<file path="config.mk">
export PLATFORM = sky130hd
export DESIGN_NAME = uart_rx
export DESIGN_NICKNAME = d
export VERILOG_FILES = /design/src/rtl/uart_pkg.sv /design/src/rtl/sync_ff.sv /design/src/rtl/uart_rx.sv
export SDC_FILE = /design/constraint.sdc
export NUM_CORES = 1
export LEC_CHECK = 0
export BUFFER_PORTS_ARGS = -buffer_cell sky130_fd_sc_hd__buf_2
export CAP_MARGIN = 20
export CORE_MARGIN = 2
export CORE_UTILIZATION = 40
export CTS_CLUSTER_DIAMETER = 200
export DETAILED_ROUTE_END_ITERATION = 16
export PLACE_DENSITY = 0.58
export SLEW_MARGIN = 10
export SYNTH_ARGS = -nofsm -noshare
export SYNTH_HDL_FRONTEND = slang
export SYNTH_SLANG_ARGS = --single-unit
</file>
<file path="constraint.sdc">
create_clock -name clk -period 1.8 [get_ports clk]
set_input_delay 0.54 -clock clk [delete_from_list [all_inputs] [get_ports clk]]
set_output_delay 0.54 -clock clk [all_outputs]
set_load 0.02 [all_outputs]
</file>
<file path="src/rtl/uart_pkg.sv">
// UART receiver shared types.
// State encoding and baud defaults.
package uart_pkg;

  typedef enum logic [2:0] {
    WAIT_HIGH,
    IDLE,
    START,
    DATA,
    STOP
  } uart_rx_state_t;

  localparam int UART_CLKS_PER_BIT_100M_115200 = 868;

endpackage

</file>
<file path="src/rtl/sync_ff.sv">
// Multi-flop bit synchroniser, resets to 1.
// Used for rx and later for button inputs.
module sync_ff #(
  parameter int STAGES = 2
) (
  input  logic clk,
  input  logic rst,
  input  logic d,
  output logic q
);

  logic [STAGES-1:0] ff;

  // shift the async input through the flop chain
  always_ff @(posedge clk) begin
    if (rst) ff <= '1;
    else     ff <= {ff[STAGES-2:0], d};
  end

  assign q = ff[STAGES-1];

endmodule

</file>
<file path="src/rtl/uart_rx.sv">
// 8N1 UART receiver for the keyboard link.
// Drops glitch starts and bad stop bits.
module uart_rx
  import uart_pkg::*;
#(
  parameter int CLKS_PER_BIT = UART_CLKS_PER_BIT_100M_115200,
  parameter int SYNC_STAGES  = 2
) (
  input  logic       clk,
  input  logic       rst,
  input  logic       rx,
  output logic [7:0] data,
  output logic       data_valid,
  output logic       framing_error,
  output logic       busy
);

  localparam int CW = $clog2(CLKS_PER_BIT);
  localparam logic [CW-1:0] HALF_M1 = CW'(CLKS_PER_BIT / 2 - 1);
  localparam logic [CW-1:0] BIT_M1  = CW'(CLKS_PER_BIT - 1);

  uart_rx_state_t state, state_n;
  logic [CW-1:0]  cnt, cnt_n;
  logic [2:0]     idx, idx_n;
  logic [7:0]     shift, shift_n;
  logic [7:0]     data_n;
  logic           dv_n, fe_n;
  logic           rx_s;

  sync_ff #(.STAGES(SYNC_STAGES)) u_sync (
    .clk (clk),
    .rst (rst),
    .d   (rx),
    .q   (rx_s)
  );

  // state, counters and output registers
  always_ff @(posedge clk) begin
    if (rst) begin
      state         <= WAIT_HIGH;
      cnt           <= '0;
      idx           <= '0;
      shift         <= '0;
      data          <= '0;
      data_valid    <= 1'b0;
      framing_error <= 1'b0;
    end else begin
      state         <= state_n;
      cnt           <= cnt_n;
      idx           <= idx_n;
      shift         <= shift_n;
      data          <= data_n;
      data_valid    <= dv_n;
      framing_error <= fe_n;
    end
  end

  // next-state, bit sampling and pulse generation
  always_comb begin
    state_n = state;
    cnt_n   = cnt + CW'(1);
    idx_n   = idx;
    shift_n = shift;
    data_n  = data;
    dv_n    = 1'b0;
    fe_n    = 1'b0;
    unique case (state)
      WAIT_HIGH: begin
        // the synchroniser powers up high, so wait until it has
        // flushed and the line is still high before arming
        if (!rx_s) begin
          cnt_n = '0;
        end else if (int'(cnt) >= SYNC_STAGES) begin
          state_n = IDLE;
          cnt_n   = '0;
        end
      end
      IDLE: begin
        if (!rx_s) begin
          state_n = START;
          cnt_n   = '0;
        end
      end
      START: begin
        if (cnt == HALF_M1) begin
          cnt_n = '0;
          if (rx_s) begin
            state_n = IDLE;
          end else begin
            state_n = DATA;
            idx_n   = '0;
          end
        end
      end
      DATA: begin
        if (cnt == BIT_M1) begin
          cnt_n   = '0;
          shift_n = {rx_s, shift[7:1]};
          idx_n   = idx + 3'd1;
          if (idx == 3'd7) state_n = STOP;
        end
      end
      STOP: begin
        if (cnt == BIT_M1) begin
          cnt_n = '0;
          if (rx_s) begin
            data_n  = shift;
            dv_n    = 1'b1;
            state_n = IDLE;
          end else begin
            fe_n    = 1'b1;
            state_n = WAIT_HIGH;
          end
        end
      end
      default: state_n = WAIT_HIGH;
    endcase
  end

  assign busy = (state == START) || (state == DATA) || (state == STOP);

endmodule

</file>
==> run metrics <==
number of synthesized flops with an enable pin=0; minimum clock period after layout=1742 ps; FF+latch count, synth=36; Clock transition at path regs=70 ps; final global-route overflow total=0; Final Max Tran Viols=0; worst-margin pin slew=319.9 ps; Via Count=1317; largest cells by area after synthesis=dfxtp_1 (45%), mux2i_1 (9.4%), nor2_1 (8.9%); vias in the first global route=1164; DP HPWL=2.299 mm; sequential fraction of the synthesis area=0.4496; GPL Wtd Cong=0.8323; final setup TNS=0 ps; routed len/inst=12.61 um; mean area per synthesized cell=9.265 sq um; Placeable Area=3914 sq um; Initial Utilization=0.4095; Worst slew margin=0.7851; antenna cell count=0; Cell Rows=23; CTS HTree Levels=2; Clock Skew=6.356 ps; hold_buf cts=0; area grow syn2layout=24.67%; fin crit share=0.9679; Synth top area share=0.4496; largest delay contributor family on the critical path=simple AND/OR/NAND/NOR gates; Post-Route WL=3.241 mm; top_reg_cell synth=dfxtp_1; final setup fails=0; Worst path max stage delay=320 ps; # IOs=14; CP Capture Type=register; Crit path arrival time=1950 ps; Yosys Warn Count=0; Critical-path top delay cell=dfxtp_2; ANT nets after route=0; Max Clk Rate=574.0 MHz; status=completed; Mapped Nets=181; WP buf/inv=2; post-layout power=2.031 mW; Pwr Density=1017 nW/um^2; worst path cell trace=inv_1, ha_2, nor4_4, nand3_1, or3_1, a41o_1, buf_6, nor3b_2; mapped cell area=1603 sq um; drt initial violations=134; die width=67.30 um; TritonRoute pass-1 iters=4; Gate Count Post-Synth=173; Async S/R FF share, synth=0; worst hold path class=reg -> reg; Core Util, Final=0.5106; RSZ-0062 raised after global routing=true; library cells used by synthesis=40; DRC=0; leading area contributor after synthesis=dfxtp_1; fraction of layout cells with a size suffix above 1=0.2802; final net count=214; CTS tree=done; largest net degree at the start of global routing=23; clk sink count=36; Startpoint Class=register; Die Y=67.30 um; Leak Pwr=0.9348 nW; final hold vios=0; maximum VDD drop=0.6542 mV; Max clock buf depth=2; dpl ws=-45.53 ps; max_cap viols=0; vias per cell=5.125; die footprint=4529 sq um; worst-path maximum fanout=10; initial antenna violation count=0; worst path required time=2010 ps; Clock Tree Root=clkbuf_8; first-pass GRT wire length=5.237 mm; crit path setup slack, layout=57.83 ps; CTS Buf Count=5; GRT Total Usage=0.1528; Worst-Skew Late Latency=280 ps; Port Buffer Count=13; critical setup path kind=reg -> reg
synthesized netlist by cell type, drive strengths merged (2+ instances only):
library cell	number
o21ai	2
nor3	2
nor4	5
dfxtp	36
xnor2	7
nand2	5
buf	4
mux2i	15
clkbuf	4
a31oi	2
or3	2
nand4	5
and3	3
nor2	38
ha	5
or2	2
nand3	5
a22oi	3
a21oi	5
inv	6
worst register-to-register path: stages (launching register included):
cell,delay (ps)
dfxtp_2,320
inv_1,40
ha_2,190
nor4_4,220
nand3_1,90
or3_1,320
a41o_1,190
buf_6,140
nor3b_2,160
area by class of cell:
| cell class | instances | area, sq um |
|---|---|---|
| clock buffers | 7 | 86.33 |
| clock inverters | 1 | 7.507 |
| fillers | 398 | 1916 |
| inverters | 6 | 22.52 |
| multi-input cells | 123 | 850.8 |
| flip-flops and latches | 36 | 728.2 |
| well taps | 50 | 62.56 |
| repair buffers | 34 | 240.2 |
what timing repair did:
action,in CTS,in global routing
setup buffers,0,1
hold endpoints to repair,0,0
setup endpoints to repair,2,16
resized for setup,4,14
pin swaps,0,7
power by group:
part           internal, mW  switching [mW]  leakage, nW
Sequential            0.838          0.0483        0.294
Clock                 0.311           0.267       0.0445
Combinational         0.298           0.269        0.597
flip-flops by register name, summed over array words and instances (netlist names):
| signal | count |
|---|---|
| cnt | 10 |
| data | 8 |
| data_valid | 1 |
| framing_error | 1 |
| idx | 3 |
| shift | 8 |
| state | 3 |
| u_sync.ff | 2 |
cell families after synthesis:
kind of cell / after synthesis / synth area share
AO/OA/AOI/OAI: 21 / 0.09212
flip-flops: 36 / 0.4496
multiplexers: 15 / 0.09367
XOR/XNOR: 7 / 0.03825
AND/OR/NAND/NOR: 75 / 0.2436
buffers and inverters: 14 / 0.04371
adder cells (fa/ha/maj): 5 / 0.03903
routing by layer:
metal	GRT usage	wire, um	up-vias	share of wire
met5	0	0	-	0
li1	-	-	675	-
met1	0.1977	1509	614	0.47
met4	0.06122	20	0	0.0062
met2	0.2351	1602	26	0.49
met3	0.05000	109	2	0.034
final timing paths:
kind                                               from                 endpoint  slack, ps  cells past startpoint
worst min-delay path            u_sync.ff[0]$_SDFF_PP1_  u_sync.ff[1]$_SDFF_PP1_        430                      1
worst max register to register        cnt[0]$_SDFF_PP0_        cnt[4]$_SDFF_PP0_         60                      8
worst min register to register  u_sync.ff[0]$_SDFF_PP1_  u_sync.ff[1]$_SDFF_PP1_        430                      1
worst max-delay path                  cnt[0]$_SDFF_PP0_        cnt[4]$_SDFF_PP0_         60                      8
per-stage QoR:
stage | hold slack (ps) | cell area [sq um] | std cells
floorplan | 389.5 | 1603 | 173
global placement | 401.5 | 1833 | 248
detailed placement | 409.8 | 1833 | 248
CTS | 429.2 | 1941 | 256
global route | 435.4 | 1998 | 257
finish | 426.0 | 1998 | 257
cells in the final DEF, fill, tap and decap left out, types with 3 or more instances in the layout:
master	count
a21oi_1	5
and3_1	3
buf_2	12
buf_4	18
buf_6	4
clkbuf_8	6
dfxtp_1	30
dfxtp_2	6
ha_1	4
inv_1	6
mux2i_1	15
nand2_1	5
nand3_1	4
nand4_1	5
nor2_1	38
nor4_1	3
xnor2_1	7
(Power assumes the default switching activity.)
